--- src/rtl/handover_pkg.sv ---
// Shared types and constants for the alice -> bob handover link.
package handover_pkg;

    localparam int SEQ_W          = 8;
    localparam int DATA_W_DEFAULT = 8;
    localparam int DEPTH_DEFAULT  = 4;

    typedef enum logic [1:0] {
        DISABLED = 2'd0,
        ACTIVE   = 2'd1,
        DRAIN    = 2'd2
    } link_state_t;

endpackage

--- src/rtl/handover_fifo.sv ---
// Synchronous first-word-fall-through FIFO with wrap-bit pointers and a level count.
module handover_fifo #(
    parameter int  WIDTH = 8,
    parameter int  DEPTH = 4,
    localparam int AW    = $clog2(DEPTH),
    localparam int LW    = $clog2(DEPTH + 1)
) (
    input  logic             clk,
    input  logic             rst,
    input  logic             push_i,
    input  logic             pop_i,
    input  logic [WIDTH-1:0] wdata_i,
    output logic [WIDTH-1:0] rdata_o,
    output logic [LW-1:0]    level_o,
    output logic             full_o,
    output logic             empty_o
);

    logic [WIDTH-1:0] mem_q [DEPTH];
    logic [AW:0]      wr_ptr_q;
    logic [AW:0]      rd_ptr_q;
    logic [LW-1:0]    level_q;
    logic             do_push;
    logic             do_pop;

    // Same slot index with differing wrap bits means the write side has lapped the read side.
    assign full_o  = (wr_ptr_q[AW] != rd_ptr_q[AW]) && (wr_ptr_q[AW-1:0] == rd_ptr_q[AW-1:0]);
    assign empty_o = (wr_ptr_q == rd_ptr_q);
    assign do_push = push_i && !full_o;
    assign do_pop  = pop_i && !empty_o;
    assign rdata_o = mem_q[rd_ptr_q[AW-1:0]];
    assign level_o = level_q;

    always_ff @(posedge clk) begin
        if (rst) begin
            wr_ptr_q <= '0;
            rd_ptr_q <= '0;
            level_q  <= '0;
        end else begin
            if (do_push) begin
                wr_ptr_q <= wr_ptr_q + 1'b1;
            end
            if (do_pop) begin
                rd_ptr_q <= rd_ptr_q + 1'b1;
            end
            case ({do_push, do_pop})
                2'b10:   level_q <= level_q + LW'(1);
                2'b01:   level_q <= level_q - LW'(1);
                default: level_q <= level_q;
            endcase
        end
    end

    always_ff @(posedge clk) begin
        if (!rst && do_push) begin
            mem_q[wr_ptr_q[AW-1:0]] <= wdata_i;
        end
    end

endmodule

--- src/rtl/handover_link.sv ---
// Buffered valid/ready link from alice to bob with sequence tags and the send_en agent pulse.
// Optional HANDOVER_LINK_PARITY_EN stores even parity per token and exposes out_parity.
module handover_link
    import handover_pkg::*;
#(
    parameter int DATA_W = DATA_W_DEFAULT,
    parameter int DEPTH  = DEPTH_DEFAULT
) (
    input  logic                       clk,
    input  logic                       rst,
    input  logic                       link_en,
    input  logic                       in_valid,
    output logic                       in_ready,
    input  logic [DATA_W-1:0]          in_data,
    output logic                       out_valid,
    input  logic                       out_ready,
    output logic [DATA_W-1:0]          out_data,
    output logic [SEQ_W-1:0]           out_seq,
    output logic                       send_en,
    output logic [$clog2(DEPTH+1)-1:0] level,
    output logic [1:0]                 state_o
`ifdef HANDOVER_LINK_PARITY_EN
    ,
    output logic                       out_parity
`endif
);

    localparam int LW = $clog2(DEPTH + 1);
`ifdef HANDOVER_LINK_PARITY_EN
    localparam int FW = DATA_W + 1;
`else
    localparam int FW = DATA_W;
`endif

    link_state_t      state_q, state_d;
    logic [SEQ_W-1:0] seq_q;
    logic [FW-1:0]    last_q;
    logic [FW-1:0]    wdata;
    logic [FW-1:0]    head;
    logic [FW-1:0]    shown;
    logic [LW-1:0]    fifo_level;
    logic             fifo_full;
    logic             fifo_empty;
    logic             push;
    logic             pop;

`ifdef HANDOVER_LINK_PARITY_EN
    assign wdata = {^in_data, in_data};
`else
    assign wdata = in_data;
`endif

    handover_fifo #(
        .WIDTH (FW),
        .DEPTH (DEPTH)
    ) u_fifo (
        .clk     (clk),
        .rst     (rst),
        .push_i  (push),
        .pop_i   (pop),
        .wdata_i (wdata),
        .rdata_o (head),
        .level_o (fifo_level),
        .full_o  (fifo_full),
        .empty_o (fifo_empty)
    );

    assign in_ready  = (state_q == ACTIVE) && !fifo_full;
    assign out_valid = !fifo_empty;
    // A transfer coinciding with rst is aborted, so the agent never sees it.
    assign send_en   = out_valid && out_ready && !rst;
    assign push      = in_valid && in_ready;
    assign pop       = send_en;
    assign shown     = out_valid ? head : last_q;
    assign out_data  = shown[DATA_W-1:0];
    assign out_seq   = seq_q;
    assign level     = fifo_level;
    assign state_o   = state_q;
`ifdef HANDOVER_LINK_PARITY_EN
    assign out_parity = shown[DATA_W];
`endif

    always_ff @(posedge clk) begin
        if (rst) begin
            state_q <= DISABLED;
            seq_q   <= '0;
            last_q  <= '0;
        end else begin
            state_q <= state_d;
            if (pop) begin
                seq_q  <= seq_q + 1'b1;
                last_q <= head;
            end
        end
    end

    always_comb begin
        state_d = state_q;
        case (state_q)
            DISABLED: if (link_en) state_d = ACTIVE;
            ACTIVE:   if (!link_en) state_d = DRAIN;
            DRAIN: begin
                if (link_en) begin
                    state_d = ACTIVE;
                end else if (fifo_empty) begin
                    state_d = DISABLED;
                end
            end
            default:  state_d = DISABLED;
        endcase
    end

endmodule

--- config.mk ---
export PLATFORM = sky130hd
export DESIGN_NAME = handover_link
export DESIGN_NICKNAME = d
export VERILOG_FILES = /design/src/rtl/handover_pkg.sv /design/src/rtl/handover_fifo.sv /design/src/rtl/handover_link.sv
export SDC_FILE = /design/constraint.sdc
export NUM_CORES = 1
export LEC_CHECK = 0
export BUFFER_PORTS_ARGS = -buffer_cell sky130_fd_sc_hd__buf_2
export CAP_MARGIN = 0
export CORE_ASPECT_RATIO = 1.4
export CORE_MARGIN = 2
export CORE_UTILIZATION = 45
export DETAILED_ROUTE_END_ITERATION = 10
export GPL_TIMING_DRIVEN = 0
export HOLD_SLACK_MARGIN = 0.03
export MAX_ROUTING_LAYER = met4
export PLACE_DENSITY_LB_ADDON = 0.08
export SLEW_MARGIN = 10
export SYNTH_ARGS = -nofsm -noshare
export SYNTH_HDL_FRONTEND = slang
export SYNTH_SLANG_ARGS = --single-unit
--- constraint.sdc ---
create_clock -name clk -period 2.7 [get_ports clk]
set_input_delay 0.135 -clock clk [delete_from_list [all_inputs] [get_ports clk]]
set_output_delay 0.135 -clock clk [all_outputs]
set_load 0.005 [all_outputs]
==> impl_metrics.env, run 1 <==
export IMPL_status="finished, final reports clean"
export IMPL_antenna_found_initial=0
export IMPL_ys_types=32
export IMPL_intPower_uw=1530
export IMPL_wl_per_cell_um=14.5
export IMPL_coreArea_mm2=0.00553
export IMPL_final_setup_skew_ns=0.00568
export IMPL_port_buffers=36
export IMPL_post_route_util=0.571
export IMPL_yosysSeqAreaShare=0.599
export IMPL_grt_pass1_wl_mm=7.91
export IMPL_drc=0
export IMPL_vias=1702
export IMPL_ff2ff_setup_slack_ns=0.16
export IMPL_first_pass_iters=6
export IMPL_insertion_delay_ns=0.34
export IMPL_drtIter0Drc=66
export IMPL_synth_most_common_cell="edfxtp_1"
export IMPL_setup_ws_ns=0.164
export IMPL_fmax_mhz=394
export IMPL_dp_hpwl_mm=3.31
export IMPL_rsz0062_at_grt="false"
export IMPL_synth_edff_count=32
export IMPL_p_sw_frac=0.241
export IMPL_htreeDepth=3
export IMPL_overflow=0
export IMPL_finalMaxSlewViolations=0
export IMPL_clk_pin_slew_worst_paths_ns=0.07
export IMPL_area_delta_synth_final_pct=22.5
export IMPL_crit_type="register to register"
export IMPL_p_seq_frac=0.506
export IMPL_ys_seq_elements=61
export IMPL_slowest_delay_ns=0.46
export IMPL_holdPathStages=4
export IMPL_synth_nets=229
export IMPL_ioPinCount=37
export IMPL_grtUsageTotal=0.185
export IMPL_path_cells="xor2_1, o31ai_4, buf_2, nor2_1, ha_1, inv_1, fa_1, xor2_1, or3_1, a21oi_1"
export IMPL_row_count=32
export IMPL_grt_max_degree=11
export IMPL_grt_pass1_vias=1709
export IMPL_gp_congestion=0.690
export IMPL_cp_top_family="adder cells"
export IMPL_n_antenna_cell=0
export IMPL_crit_path_start_kind="register"
export IMPL_drv_cap=0
export IMPL_synth_area_per_cell_um2=12.4
export IMPL_drt_antenna_violating_nets=0
export IMPL_setup_viol=0
export IMPL_initial_core_util=0.466
export IMPL_die_h_um=93.5
export IMPL_synth_ff_type="edfxtp_1"
export IMPL_tightest_slew_ns=0.809
export IMPL_cp_buffers_inverters=2
export IMPL_min_delay_start="out_ready"
export IMPL_synth_area_leaders="edfxtp_1, dfxtp_1, mux4_2"
export IMPL_yosys_warnings=0
export IMPL_cts_root_buf="clkbuf_8"
export IMPL_synthArstFlopShare=0
export IMPL_syn_inst=208
export IMPL_vdd_drop_max_v=0.000419
export IMPL_cts_buffers=9
export IMPL_worst_ep_arrival_time_ns=2.81
export IMPL_p_total_uw=2010
export IMPL_switching_power_uw=485
export IMPL_synth_common_cells="edfxtp_1, dfxtp_1, nand2_1"
export IMPL_path_common_cell="xor2_1"
export IMPL_drive_gt1_frac=0.274
export IMPL_crit_required_ns=2.97
export IMPL_slew_headroom=0.458
export IMPL_min_path_type="input port to register"
export IMPL_yosysTopAreaCell="edfxtp_1"
export IMPL_power_frac_comb=0.123
export IMPL_setup_tns_ns=0
export IMPL_reg2reg_from="u_fifo.wr_ptr_q[0]"
export IMPL_clk_path_buf_depth=2
export IMPL_synth_top_area_frac=0.373
export IMPL_period_needed_ns=2.54
export IMPL_routed_wl_mm=4.89
export IMPL_die_x_um=67.9
export IMPL_pre_cts_ws_ns=-0.0975
export IMPL_cp_slowest_cell="dfxtp_1"
export IMPL_cp_end_kind="register"
export IMPL_reg2reg_depth=10
export IMPL_cts_sink_count=61
export IMPL_reg2reg_to="u_fifo.level_o[2]"
export IMPL_p_per_area_mw_per_mm2=638
export IMPL_syn_area_mm2=0.00257
export IMPL_p_leak_uw=0.00117
export IMPL_fin_nets=286
export IMPL_viasPerCell=5.04
export IMPL_cts_tree="done"
export IMPL_finalHoldViolCount=0
export IMPL_fin_crit_sh=0.939
export IMPL_path_max_fanout=10
export IMPL_die_area_mm2=0.00635
export IMPL_clock_power_share=0.371
export IMPL_hold_path_endpoint="last_q[7]"
[registers in the layout, summed over array words and instances (netlist names), named ones only]
name             cells
last_q               8
out_seq              8
state_o              2
u_fifo.level_o       3
u_fifo.mem_q        32
u_fifo.rd_ptr_q      3
u_fifo.wr_ptr_q      3
[metrics by stage]
step	hold WS (ns)	std cells	instance area, um^2
6_report	0.218	338	3150
5_1_grt	0.216	338	3150
4_1_cts	0.212	338	3140
3_5_place_dp	0.316	312	2840
3_3_place_gp	0.318	312	2840
2_1_floorplan	0.208	208	2570
[how the worst max path moves through the flow]
| stage | start | to | slack [ns] | cells past startpoint |
|---|---|---|---|---|
| detailed placement | u_fifo.wr_ptr_q[1] | u_fifo.level_o[2] | -0.1 | 10 |
| floorplan | u_fifo.rd_ptr_q[2] | u_fifo.level_o[2] | 0.40 | 10 |
| global route | u_fifo.wr_ptr_q[0] | u_fifo.level_o[2] | 0.001 | 10 |
| finish | u_fifo.wr_ptr_q[0] | u_fifo.level_o[2] | 0.16 | 10 |
| CTS | u_fifo.wr_ptr_q[2] | u_fifo.level_o[2] | 0.10 | 10 |
| global placement | u_fifo.wr_ptr_q[1] | u_fifo.level_o[2] | -0.04 | 10 |
[per-layer routing]
metal  track usage  part of all wire  wire length, um  up-vias
met2         0.293              0.51             2470       41
met5             -                 0                0        -
met4         0.100             0.019               91        0
met1         0.203              0.43             2110      795
li1              -                 -                -      858
met3        0.0614             0.044              216        8
[cell type report]
cell class	instances	area, um^2
clock inverter	4	20.0
fill	479	2370
sequential	61	1540
multi-input combinational	127	973
clock buffer	12	166
tap	68	85.1
buffer	9	43.8
inverter	11	41.3
timing repair buffer	46	280
[cell usage in the layout (no fill, tap or decap), drive strengths merged]
| master | Yosys | routed |
|---|---|---|
| mux2i | 1 | 1 |
| a21oi | 17 | 17 |
| o31a | 1 | 1 |
| a311o | 1 | 1 |
| mux4 | 8 | 8 |
| nor3 | 2 | 2 |
| edfxtp | 32 | 32 |
| a21o | 2 | 2 |
| a311oi | 2 | 2 |
| dlygate4sd3 | 0 | 10 |
| nand3 | 5 | 5 |
| inv | 11 | 11 |
| dfxtp | 29 | 29 |
| o31ai | 1 | 1 |
| clkinv | 0 | 4 |
| buf | 4 | 40 |
| fa | 1 | 1 |
| clkbuf | 5 | 17 |
| o21ai | 4 | 4 |
| and2 | 3 | 3 |
| xnor2 | 9 | 9 |
| ha | 7 | 7 |
| a31oi | 2 | 2 |
| nor2 | 15 | 15 |
| nand2 | 24 | 24 |
| or3 | 4 | 4 |
| a211oi | 2 | 2 |
| nand4 | 1 | 1 |
| mux2 | 8 | 8 |
| xor2 | 5 | 5 |
| nand3b | 1 | 1 |
| nand2b | 1 | 1 |
[worst min-delay path, stage by stage]
cell and delay, ns:
buf_2 0.13, o31ai_4 0.11, nand2_1 0.08, a21oi_1 0.05
[repair_timing]
action / CTS / global route
cloned: 0 / 0
hold buffers: 10 / 0
endpoints found under the hold margin: 34 / 0
endpoints found under the setup margin: 2 / 2
gates resized for setup: 1 / 3
buffers inserted: 0 / 0
[logic make-up after synthesis]
kind of cell / synth area share
compound gates: 0.0744
mux: 0.109
xor+xnor: 0.0476
fa+ha+maj: 0.0418
buf+inv: 0.0331
flops: 0.599
simple gates: 0.0953
[power groups by stage]
| stage | clock, uW | combinational, uW | sequential (uW) |
|---|---|---|---|
| final | 746 | 248 | 1020 |
| after floorplan | 0 | 155 | 1030 |
| after global routing | 810 | 278 | 1020 |
| after global placement | 0 | 236 | 1040 |
| after CTS | 774 | 251 | 1020 |
| after detailed placement | 0 | 239 | 1040 |
Note: power is estimated with default switching activity, not from simulation.
==> inputs of run 2 (changes only) <==
Settings changed: MAX_ROUTING_LAYER met4 to default, REMOVE_ABC_BUFFERS from default to 1.
==> run 2 against run 1 <==
Critical path depth shrank 2; via count is 3.5% lower; register-to-register slack improved by 0.05 ns; utilization down 0.93 points; setup slack improved by 0.047 ns; final area down 1.6%; sequential cell count is the same; clock power rose by 2.9%; clock skew grew 0.0023 ns; combinational power shrank 8.1%; final cell count shrank 2.7%.
==> impl_metrics.env, run 2 (synthesis results as in run 1) <==
export IMPL_setup_tns_ns=0
export IMPL_rsz0062_at_grt="false"
export IMPL_gp_congestion=0.694
export IMPL_insertion_delay_ns=0.33
export IMPL_vdd_drop_max_v=0.000460
export IMPL_period_needed_ns=2.49
export IMPL_fin_crit_sh=0.922
export IMPL_drtIter0Drc=92
export IMPL_drc=0
export IMPL_overflow=0
export IMPL_finalMaxSlewViolations=0
export IMPL_drive_gt1_frac=0.272
export IMPL_crit_required_ns=2.96
export IMPL_post_route_util=0.561
export IMPL_die_x_um=67.9
export IMPL_die_area_mm2=0.00635
export IMPL_p_per_area_mw_per_mm2=653
export IMPL_cts_root_buf="clkbuf_8"
export IMPL_setup_ws_ns=0.210
export IMPL_final_setup_skew_ns=0.00795
export IMPL_dp_cells=304
export IMPL_grt_max_degree=33
export IMPL_coreArea_mm2=0.00553
export IMPL_antenna_found_initial=0
export IMPL_grtUsageTotal=0.168
export IMPL_tightest_slew_ns=0.739
export IMPL_routed_wl_mm=4.63
export IMPL_mostFrequentLayoutCells="buf_2, edfxtp_1, dfxtp_1"
export IMPL_grt_pass1_vias=1653
export IMPL_area_delta_synth_final_pct=20.5
export IMPL_status="finished, final reports clean"
export IMPL_pre_cts_ws_ns=0.0786
export IMPL_dp_hpwl_mm=3.03
export IMPL_crit_type="register to register"
export IMPL_n_antenna_cell=0
export IMPL_first_pass_iters=4
export IMPL_setup_viol=0
export IMPL_drt_antenna_violating_nets=0
export IMPL_path_cells="xnor2_1, a311o_2, ha_1, inv_1, fa_1, xor2_1, or3_1, a21oi_1"
export IMPL_worst_ep_arrival_time_ns=2.75
export IMPL_grt_pass1_wl_mm=7.58
export IMPL_clk_path_buf_depth=2
export IMPL_cp_slowest_cell="xnor2_1"
export IMPL_largest_reg_flops=32
export IMPL_initial_core_util=0.466
export IMPL_htreeDepth=3
export IMPL_final_common_cell="buf_2"
export IMPL_viasPerCell=4.99
export IMPL_slew_headroom=0.505
export IMPL_cp_end_kind="register"
export IMPL_crit_path_start_kind="register"
export IMPL_die_h_um=93.5
export IMPL_finalHoldViolCount=0
export IMPL_cts_sink_count=61
export IMPL_cts_tree="done"
export IMPL_path_max_fanout=7
export IMPL_row_count=32
export IMPL_ioPinCount=37
export IMPL_fin_cells=329
export IMPL_p_leak_uw=0.00115
export IMPL_fin_hold_ws_ns=0.278
export IMPL_fmax_mhz=402
export IMPL_fin_nets=277
export IMPL_vias=1643
export IMPL_wl_per_cell_um=14.1
export IMPL_port_buffers=36
export IMPL_clk_pin_slew_worst_paths_ns=0.06
export IMPL_cts_buffers=9
export IMPL_drv_cap=0
export IMPL_slowest_delay_ns=0.42
export IMPL_min_path_type="input port to register"
run 2: changes by cell type in the layout (fill, tap and decap cells not counted), sizes merged:
cell         before  now
buf              40   37
clkbuf           17   13
clkinv            4    2
clkinvlp          0    1
dlygate4sd3      10    9
run 2: area by class of cell:
type	count	area [um^2]
multi-input cells	127	958
repair buffers	46	278
clock buffers	13	180
clock inverters	3	17.5
flip-flops and latches	61	1540
fillers	482	2420
inverters	11	41.3
well taps	68	85.1
run 2: final timing paths:
kind	from	end	slack [ns]	cells after the start
worst max-delay path	u_fifo.wr_ptr_q[1]	u_fifo.level_o[2]	0.21	8
worst min-delay path	out_ready	last_q[0]	0.28	4
worst max register to register	u_fifo.wr_ptr_q[1]	u_fifo.level_o[2]	0.21	8
worst min register to register	last_q[5]	last_q[5]	0.46	2
run 2: power breakdown:
group          internal, uW  switching, uW  leakage, uW
Sequential              999           27.8     0.000523
Combinational           116            113     0.000527
Clock                   436            332     0.000101
Total                  1550            473      0.00115
run 2: routing by layer:
layer	up-vias	track usage	share of wire	wire (um)
li1	838	-	-	-
met1	762	0.192	0.44	2040
met2	36	0.279	0.50	2310
met3	7	0.0469	0.041	191
met4	0	0.0900	0.018	85
met5	-	0	0	0
run 2: timing repair:
item / 4_1_cts / 5_1_grt
endpoints found under the setup margin: 0 / 1
hold buffers: 9 / 0
buffers inserted: 0 / 0
gates resized for setup: 0 / 1
endpoints found under the hold margin: 34 / 0
run 2: metrics by stage:
stage | power, uW | cell area [um^2]
after floorplan | 1180 | 2530
after global placement | 1260 | 2800
after CTS | 2050 | 3100
after detailed placement | 1270 | 2810
final | 2020 | 3100
after global routing | 2130 | 3100
run 2: worst max-delay path, delay by kind of cell, from the launching register on:
family,cells,cell delay [ns]
xor gates and xnor gates,2,0.60
adders and majority gates,2,0.57
AOI/OAI and AO/OA,2,0.50
DFF,1,0.38
and+or+nand+nor,1,0.31
buffers and inverters,1,0.06
